[config.mk]
export PLATFORM = sky130hd
export DESIGN_NAME = riscv_rf_write_arbiter
export DESIGN_NICKNAME = d
export VERILOG_FILES = /design/src/rtl/riscv_pkg.sv /design/src/rtl/riscv_rf_scoreboard.sv /design/src/rtl/riscv_rf_write_arbiter.sv
export SDC_FILE = /design/constraint.sdc
export NUM_CORES = 1
export LEC_CHECK = 0
export ABC_AREA = 1
export CORE_UTILIZATION = 48
export CTS_BUF_LIST = sky130_fd_sc_hd__clkbuf_8
export DETAILED_ROUTE_END_ITERATION = 10
export GPL_ROUTABILITY_DRIVEN = 0
export PLACE_DENSITY = 0.95
export SLEW_MARGIN = 25
export SYNTH_ARGS = -nofsm -noshare
export SYNTH_HDL_FRONTEND = slang
export SYNTH_SLANG_ARGS = --single-unit
[constraint.sdc]
create_clock -name clk -period 5.3 [get_ports clk]
set_input_delay 1.59 -clock clk [delete_from_list [all_inputs] [get_ports clk]]
set_output_delay 1.59 -clock clk [all_outputs]
set_load 0.03 [all_outputs]
[src/rtl/riscv_pkg.sv]
// Shared integer-core types for the register-file write path.
package riscv_pkg;

    typedef logic [4:0]  rf_addr_t;
    typedef logic [31:0] xlen_t;

    typedef enum logic {
        ST_PIPE_PRI = 1'b0,
        ST_MC_FORCE = 1'b1
    } arb_state_e;

    localparam rf_addr_t REG_X0 = 5'd0;

endpackage

[src/rtl/riscv_rf_scoreboard.sv]
// Pending-destination scoreboard: one busy bit per integer register, set when
// a multi-cycle op issues and cleared when its result is written back.
module riscv_rf_scoreboard
    import riscv_pkg::*;
(
    input  logic        clk,
    input  logic        reset_n,
    input  logic        set_valid,
    input  rf_addr_t    set_addr,
    input  logic        clr_valid,
    input  rf_addr_t    clr_addr,
    output logic [31:0] busy_mask
);

    logic [31:0] set_vec;
    logic [31:0] clr_vec;

    // Decode set/clear requests into one-hot vectors; x0 never marks busy.
    always_comb begin
        // NOTE: every always_comb output gets a default first so no path leaves it unassigned (no latch).
        set_vec = '0;
        clr_vec = '0;
        if (set_valid && (set_addr != REG_X0)) set_vec = 32'd1 << set_addr;
        if (clr_valid) clr_vec = 32'd1 << clr_addr;
    end

    // Clear first, then OR in the set so a same-cycle issue to the written register wins.
    always_ff @(posedge clk) begin
        // NOTE: the busy mask is ordinary control state, so it is reset; sequential updates use <= only.
        if (!reset_n) busy_mask <= '0;
        else          busy_mask <= ((busy_mask & ~clr_vec) | set_vec) & ~32'd1;
    end

endmodule

[src/rtl/riscv_rf_write_arbiter.sv]
// Register-file write-port arbiter: the writeback pipe has fixed priority, and
// the multi-cycle unit is forced through after MAX_WAIT consecutive denials.
// Writes to x0 are accepted immediately and never use the port.
// Optional build macro RF_WRITE_PERF_CNT_EN adds saturating stall/wait counters.
module riscv_rf_write_arbiter
    import riscv_pkg::*;
#(
    parameter  int unsigned MAX_WAIT = 4,
    localparam int unsigned WAIT_W   = $clog2(MAX_WAIT + 1)
) (
    input  logic        clk,
    input  logic        reset_n,
    input  logic        pipe_valid,
    input  rf_addr_t    pipe_addr,
    input  xlen_t       pipe_data,
    output logic        pipe_ready,
    input  logic        mc_valid,
    input  rf_addr_t    mc_addr,
    input  xlen_t       mc_data,
    output logic        mc_ready,
    input  logic        mc_issue_valid,
    input  rf_addr_t    mc_issue_addr,
    output logic [31:0] busy_mask,
`ifdef RF_WRITE_PERF_CNT_EN
    output logic [31:0] perf_pipe_stall_cnt,
    output logic [31:0] perf_mc_wait_cnt,
`endif
    output logic        rf_we,
    output rf_addr_t    rf_addr,
    output xlen_t       rf_data
);

    arb_state_e        state;
    logic [WAIT_W-1:0] wait_cnt;

    logic pipe_nz;
    logic mc_nz;
    logic pipe_fire;
    logic mc_fire;
    logic mc_denied;

    // Ready generation: pipe wins unless the multi-cycle unit is being forced.
    always_comb begin
        pipe_nz = pipe_valid && (pipe_addr != REG_X0);
        mc_nz   = mc_valid && (mc_addr != REG_X0);
        if (state == ST_MC_FORCE) begin
            pipe_ready = !pipe_nz;
            mc_ready   = 1'b1;
        end else begin
            pipe_ready = 1'b1;
            mc_ready   = !pipe_nz || (mc_addr == REG_X0);
        end
        pipe_fire = pipe_nz && pipe_ready;
        mc_fire   = mc_nz && mc_ready;
        mc_denied = mc_valid && !mc_ready;
    end

    // Arbiter FSM: count consecutive mc denials and force one grant at the limit.
    always_ff @(posedge clk) begin
        if (!reset_n) begin
            state    <= ST_PIPE_PRI;
            wait_cnt <= '0;
        end else begin
            case (state)
                ST_PIPE_PRI: begin
                    if (mc_denied) begin
                        wait_cnt <= wait_cnt + 1'b1;
                        if (wait_cnt == WAIT_W'(MAX_WAIT - 1)) state <= ST_MC_FORCE;
                    end else begin
                        wait_cnt <= '0;
                    end
                end
                ST_MC_FORCE: begin
                    // Granted or (illegally) withdrawn: either way priority reverts to the pipe.
                    state    <= ST_PIPE_PRI;
                    wait_cnt <= '0;
                end
                default: begin
                    state    <= ST_PIPE_PRI;
                    wait_cnt <= '0;
                end
            endcase
        end
    end

    // Registered write port; address/data hold their last value between writes.
    always_ff @(posedge clk) begin
        if (!reset_n) begin
            rf_we   <= 1'b0;
            rf_addr <= REG_X0;
            rf_data <= '0;
        end else begin
            rf_we <= pipe_fire || mc_fire;
            if (pipe_fire) begin
                rf_addr <= pipe_addr;
                rf_data <= pipe_data;
            end else if (mc_fire) begin
                rf_addr <= mc_addr;
                rf_data <= mc_data;
            end
        end
    end

    riscv_rf_scoreboard u_scoreboard (
        .clk       (clk),
        .reset_n   (reset_n),
        .set_valid (mc_issue_valid),
        .set_addr  (mc_issue_addr),
        .clr_valid (mc_fire),
        .clr_addr  (mc_addr),
        .busy_mask (busy_mask)
    );

`ifdef RF_WRITE_PERF_CNT_EN
    // Saturating performance counters for pipe stalls and mc wait cycles.
    always_ff @(posedge clk) begin
        if (!reset_n) begin
            perf_pipe_stall_cnt <= '0;
            perf_mc_wait_cnt    <= '0;
        end else begin
            if (pipe_valid && !pipe_ready && (perf_pipe_stall_cnt != 32'hFFFF_FFFF))
                perf_pipe_stall_cnt <= perf_pipe_stall_cnt + 32'd1;
            if (mc_denied && (perf_mc_wait_cnt != 32'hFFFF_FFFF))
                perf_mc_wait_cnt <= perf_mc_wait_cnt + 32'd1;
        end
    end
`endif

endmodule

==> flow_summary_export.csv, run 1 <==
group,metric,value,unit
floorplan,fp.coreArea,0.007687,mm2
floorplan,die_area,0.008276,mm2
cells_and_area,drive_above_1_share,0.05233,
detailed_routing,vias,4256,
timing,fmax,0.2100,GHz
hold_path,hp-class,"reg2reg",
floorplan,initial_core_util,0.4943,
yosys,synth.top_cell.area_share,0.3846,
detailed_routing,antenna_left,0,
power,power,1.405,mW
yosys,syn-num-nets,656,
clock_tree,clkTransAtPathRegs,0.08,ns
critical_path,critPathSlowestCell,"clkdlybuf4s50_1",
critical_path,crit_fanout,2,
critical_path,crit_chain,"clkdlybuf4s50_1 -> nor2_1 -> nand3_2 -> nand3_4 -> inv_2 -> nand2_1 -> clkdlybuf4s50_1",
place,dp.cells,794,
timing,finalHoldViolCount,0,
clock_tree,clkSinkCount,73,
cells_and_area,syn2layout_area_growth,44.32,%
grt,antenna_found_initial,0,
yosys,synth_adder_area_share,0.006585,
clock_tree,cts_root_buf,"clkbuf_8",
clock_tree,worstSkewPairLatency,0.34,ns
critical_path,r2r-end,"rf_data[8]",
yosys,syn_avg_cell_area,6.666,um2
yosys,synth_mux_area_frac,0,
grt,grt_pass1_wl,18550,um
floorplan,num_io_pins,156,
power,p_switching,0.3899,mW
yosys,ys.warnings.count,0,
timing,min_period,4.762,ns
detailed_routing,wl_per_cell,14.24,um
critical_path,crit_arrival,3.17,ns
yosys,ys_seq_area_frac,0.3846,
yosys,synth_top_cell_by_area,"dfxtp_1",
detailed_routing,viasPerCell,5.261,
grt,globalRouteMet3Util,0.07538,
hold_path,whs_endpoint,"wait_cnt[0]",
power,power_frac_comb,0.219,
clock_tree,cts_buffers,9,
place,io_buffer_count,154,
power,power_frac_clock,0.362,
status,status,"finished, final reports clean",
detailed_routing,routed_wl,11520,um
clock_tree,cts_hold_buf,0,
floorplan,placementRows,32,
yosys,synthCells,570,
hold_path,hold_depth,1,
yosys,synth_compound_area_frac,0.1314,
power,swShare,0.2776,
grt,overflow,0,
timing,fin_ws,0.5379,ns
yosys,yosys.area_share.xor_xnor,0,
yosys,synth_top_family_by_area,"simple AND/OR/NAND/NOR gates",
critical_path,reg2reg_setup_slack,3.39,ns
clock_tree,htreeDepth,3,
cells_and_area,regArea,0.001461,mm2
place,pre_cts_ws,0.5282,ns
grt,grt_use_total,0.2795,
yosys,synth.distinct_cells,27,
yosys,netlist_top_cells_area,"dfxtp_1 38%, nand2_1 12%, nand3_1 10%",
critical_path,worst_setup_path_start_kind,"input pin",
critical_path,path_common_cell,"clkdlybuf4s50_1",
cells_and_area,final_core_util,0.7134,
hold_path,hp-start,"wait_cnt[0]",
power,seqPwrFrac,0.418,
clock_tree,cts_tree,"done",
place,hpwl,8125,um
cells_and_area,antenna-diode-count,0,
cells_and_area,layout.nets,789,
detailed_routing,drc_errors,0,
clock_tree,post-cts-setup-buffers,0,
grt,top_usage_layer,"met2",
detailed_routing,firstDrtPassIters,7,
timing,report.final.setup_viol,0,
floorplan,die_height,90.98,um
critical_path,reg2regPathDepth,6,
timing,tightest_slew,0.9650,ns
grt,grt_max_degree,76,
critical_path,cp-end-kind,"primary output",
power,power_leakage,2.299,nW
timing,relSlewSlack,0.3559,
floorplan,die_x,90.98,um
critical_path,cpPeakStageDelay,0.68,ns
critical_path,crit_required,3.71,ns
yosys,netlist_area,0.003800,mm2
job,max_cap_violations,0,
timing,timing.setup.tns,0,ns
critical_path,critical_path_class,"in2out",
cells_and_area,finalNonFillerCells,809,
timing,period_share,0.8985,
detailed_routing,drt_iter0_markers,379,
grt,grt_pass1_vias,3973,
critical_path,crit-reg2reg-launch,"state",
cells_and_area,multi_input_area,0.001826,mm2
timing,slew_viol_final,0,
power,ir_worst_vdd,0.1859,mV
timing,rsz0062_at_grt,"false",
clock_tree,cts_resized,0,
cells_and_area,fillers,592,
yosys,synth-seq-cells,73,
timing,skew,0.007623,ns
power,p_int,1.015,mW
grt,use_met1,0.3356,
grt,use_met2,0.4779,
clock_tree,cts_buffer_depth,2,
yosys,yosys.area_share.simple,0.3415,
power,cellPowerDensity,256.2,mW/mm2
[power groups by stage]
stage | Combinational [mW] | Clock, mW | Sequential [mW]
after global routing | 0.331 | 0.536 | 0.591
after CTS | 0.307 | 0.511 | 0.587
after global placement | 0.297 | 0 | 0.599
after floorplan | 0.126 | 0 | 0.648
after detailed placement | 0.305 | 0 | 0.600
final | 0.308 | 0.509 | 0.588
[Yosys cell counts]
cell	instances
ha_1	2
nor2_1	77
clkinv_1	1
inv_2	2
buf_1	1
conb_1	1
o21ai_0	30
inv_4	1
inv_1	58
nand3_4	2
nand2_4	2
dfxtp_1	73
nand3_2	1
buf_8	1
buf_2	12
nor2_8	1
nor3_1	3
nand2_1	126
o21ai_2	5
a21oi_1	32
nand3_1	78
clkbuf_1	9
o21ai_1	29
nor2_4	1
buf_6	10
nand4_1	5
buf_4	7
[cell type report]
cell class / instances / area share
well taps: 102 / 0.02327
multi-input cells: 395 / 0.3329
clock buffers: 9 / 0.02259
inverters: 62 / 0.04289
repair buffers: 162 / 0.2920
clock inverters: 6 / 0.01985
flip-flops and latches: 73 / 0.2665
[registers in the layout (all words and copies together), names as in the netlist]
| signal | count |
|---|---|
| rf_addr | 5 |
| rf_data | 32 |
| rf_we | 1 |
| state | 1 |
| u_scoreboard.busy_mask | 31 |
| wait_cnt | 3 |
[critical path: cells and delay by family]
kind	cells	cell delay (ns)
simple gates	4	0.43
buf+inv	3	1.15
[layer usage]
| metal | wire length [um] | part of all wire | vias to the layer above |
|---|---|---|---|
| li1 | - | - | 2073 |
| met1 | 4544 | 0.39 | 1919 |
| met2 | 5607 | 0.49 | 226 |
| met3 | 1012 | 0.088 | 38 |
| met4 | 359 | 0.031 | 0 |
| met5 | 0 | 0 | - |
[stage by stage]
step           area [um2]  hold slack, ns
2_1_floorplan        3800          0.3992
3_3_place_gp         5251          0.4056
3_5_place_dp         5251          0.4349
4_1_cts              5484          0.4457
5_1_grt              5484          0.4680
6_report             5484          0.4468
[cell families after synthesis]
| family | count (synthesis) |
|---|---|
| flops | 73 |
| simple gates | 296 |
| buf+inv | 102 |
| other cells | 1 |
| fa+ha+maj | 2 |
| compound gates | 96 |
[worst max-delay path by stage]
stage                 start       end  slack, ns  cells after the start
2_1_floorplan  pipe_addr[2]  mc_ready       1.25                      7
3_3_place_gp   pipe_addr[2]  mc_ready       0.53                      7
3_5_place_dp   pipe_addr[2]  mc_ready       0.53                      7
4_1_cts        pipe_addr[2]  mc_ready       0.52                      7
5_1_grt        pipe_addr[2]  mc_ready       0.43                      7
6_report       pipe_addr[2]  mc_ready       0.54                      7
[cells in the final DEF (no fill, tap or decap)]
cell type        instances
clkdlybuf4s50_1        154
nand2_1                126
nand3_1                 78
nor2_1                  77
dfxtp_1                 73
inv_1                   59
a21oi_1                 32
o21ai_0                 30
o21ai_1                 29
clkbuf_8                 9
buf_4                    8
nand4_1                  5
o21ai_2                  5
nor3_1                   3
bufinv_16                3
nand3_4                  2
inv_2                    2
nand2_4                  2
ha_1                     2
clkinvlp_4               2
nand3_2                  1
nor2_8                   1
nor2_4                   1
inv_4                    1
clkinv_1                 1
conb_1                   1
Power figures use the tool's default switching activity.
==> run 2: changes to the inputs <==
--- a/config.mk
+++ b/config.mk
@@ -6,11 +6,14 @@
 export NUM_CORES = 1
 export LEC_CHECK = 0
 export ABC_AREA = 1
-export CORE_UTILIZATION = 48
+export CELL_PAD_IN_SITES_DETAIL_PLACEMENT = 1
+export CELL_PAD_IN_SITES_GLOBAL_PLACEMENT = 2
+export CORE_UTILIZATION = 24
 export CTS_BUF_LIST = sky130_fd_sc_hd__clkbuf_8
 export DETAILED_ROUTE_END_ITERATION = 10
 export GPL_ROUTABILITY_DRIVEN = 0
 export PLACE_DENSITY = 0.95
+export SETUP_SLACK_MARGIN = 0.05
 export SLEW_MARGIN = 25
 export SYNTH_ARGS = -nofsm -noshare
 export SYNTH_HDL_FRONTEND = slang
==> flow_summary_export.csv, run 2 (synthesis results as in run 1) <==
group,metric,value,unit
timing,fin_ws,0.5763,ns
grt,grt_pass1_vias,4320,
detailed_routing,viasPerCell,4.544,
power,p_int,0.9804,mW
power,power,1.403,mW
hold_path,hp-class,"reg2reg",
power,power_leakage,2.286,nW
detailed_routing,wl_per_cell,15.12,um
grt,grt_max_degree,76,
critical_path,worst_setup_path_start_kind,"input pin",
job,max_cap_violations,0,
critical_path,critical_path_class,"in2out",
timing,timing.setup.tns,0,ns
timing,rsz0062_at_grt,"false",
cells_and_area,fillers,1946,
floorplan,placementRows,45,
floorplan,die_area,0.01634,mm2
critical_path,critPathSlowestCell,"clkdlybuf4s50_1",
cells_and_area,reg_top3,"rf_data x32, u_scoreboard.busy_mask x31, rf_addr x5",
power,power_frac_clock,0.361,
clock_tree,cts_buffers,9,
critical_path,crit_chain,"clkdlybuf4s50_1 -> nor2_1 -> nand3_2 -> nand3_1 -> clkdlybuf4s50_1",
cells_and_area,largest_register,"rf_data",
critical_path,cp-end-kind,"primary output",
floorplan,die_x,127.8,um
critical_path,cpPeakStageDelay,0.71,ns
power,p_switching,0.4227,mW
power,swShare,0.3013,
grt,grt_pass1_wl,22400,um
cells_and_area,final_area,0.005583,mm2
clock_tree,htreeDepth,3,
place,dp.cells,900,
critical_path,path_common_cell,"clkdlybuf4s50_1",
place,hpwl,10170,um
timing,skew,0.007848,ns
detailed_routing,vias,4162,
floorplan,die_height,127.8,um
floorplan,num_io_pins,156,
cells_and_area,finalNonFillerCells,916,
cells_and_area,syn2layout_area_growth,46.92,%
detailed_routing,firstDrtPassIters,4,
timing,period_share,0.8913,
clock_tree,cts_root_buf,"clkbuf_8",
power,cellPowerDensity,251.3,mW/mm2
floorplan,initial_core_util,0.2481,
clock_tree,cts_buffer_depth,2,
cells_and_area,largest_reg_flops,32,
critical_path,crit_family,"buffers and inverters",
detailed_routing,drt_iter0_markers,348,
cells_and_area,layout_commonest_cell,"clkdlybuf4s50_1",
grt,antenna_found_initial,0,
timing,report.final.setup_viol,0,
timing,slew_viol_final,0,
clock_tree,cts_resized,0,
timing,fmax,0.2117,GHz
timing,tightest_slew,0.9218,ns
detailed_routing,drc_errors,0,
cells_and_area,antenna-diode-count,0,
cells_and_area,regArea,0.001461,mm2
power,ir_worst_vdd,0.1151,mV
place,io_buffer_count,154,
power,power_frac_comb,0.220,
cells_and_area,most-common-layout-cells,"153 x clkdlybuf4s50_1, 126 x nand2_1, 78 x nand3_1, 77 x nor2_1, 73 x dfxtp_1",
timing,relSlewSlack,0.3816,
cells_and_area,multi_input_area,0.001826,mm2
critical_path,crit_fanout,2,
floorplan,fp.coreArea,0.01531,mm2
clock_tree,post-cts-setup-buffers,0,
clock_tree,worstSkewPairLatency,0.37,ns
grt,grt_use_total,0.1761,
critical_path,crit_required,3.71,ns
cells_and_area,drive_above_1_share,0.05106,
place,pre_cts_ws,0.5861,ns
detailed_routing,antenna_left,0,
clock_tree,cts_hold_buf,0,
clock_tree,cts_tree,"done",
critical_path,crit_arrival,3.13,ns
power,seqPwrFrac,0.419,
clock_tree,clkTransAtPathRegs,0.08,ns
grt,overflow,0,
clock_tree,clkSinkCount,73,
timing,finalHoldViolCount,0,
status,status,"finished, final reports clean",
detailed_routing,routed_wl,13850,um
critical_path,crit_buf_inv,2,
cells_and_area,layout.nets,786,
place,placed_area,0.005363,mm2
timing,min_period,4.724,ns
[run 2: cell types whose count changed in the layout (fill, tap and decap cells not counted), sizes merged]
cell,delta
clkinv,+4
buf,-2
clkinvlp,-2
bufinv,-1
clkbuf,+1
clkdlybuf4s50,-1
inv,-1
[run 2: layout make-up]
cell class,instances,area share
Clock inverter,6,0.01479
Inverter,62,0.04213
Sequential cell,73,0.2618
Tap cell,211,0.04729
Clock buffer,10,0.02465
Multi-Input combinational cell,395,0.3270
Timing Repair Buffer,159,0.2824
[run 2: worst paths after layout]
check	startpoint	end	slack [ns]	cells past startpoint
worst max-delay path	pipe_addr[2]	pipe_ready	0.58	5
worst min-delay path	wait_cnt[0]	wait_cnt[0]	0.45	1
worst max register to register	state	rf_data[0]	3.35	6
worst min register to register	wait_cnt[0]	wait_cnt[0]	0.45	1
[run 2: metrics by stage]
| step | utilization | hold WS (ns) |
|---|---|---|
| 2_1_floorplan | - | 0.3992 |
| 5_1_grt | 0.3645 | 0.4884 |
| 6_report | 0.3645 | 0.4479 |
| 3_5_place_dp | 0.3502 | 0.4497 |
| 4_1_cts | 0.3645 | 0.4616 |
| 3_3_place_gp | 0.3502 | 0.4066 |
[run 2: layer usage]
layer | share of wire | GRT usage | wire (um)
met5 | 0 | 0 | 0
met4 | 0.013 | 0.06298 | 187
met3 | 0.045 | 0.03339 | 623
met2 | 0.50 | 0.3059 | 6860
met1 | 0.45 | 0.2160 | 6181
[run 2: power by group through the flow]
| stage | registers [mW] | clock network, mW | logic (mW) |
|---|---|---|---|
| global route | 0.591 | 0.540 | 0.337 |
| detailed placement | 0.601 | 0 | 0.312 |
| finish | 0.588 | 0.506 | 0.309 |
| global placement | 0.599 | 0 | 0.306 |
| floorplan | 0.648 | 0 | 0.126 |
| CTS | 0.588 | 0.516 | 0.313 |
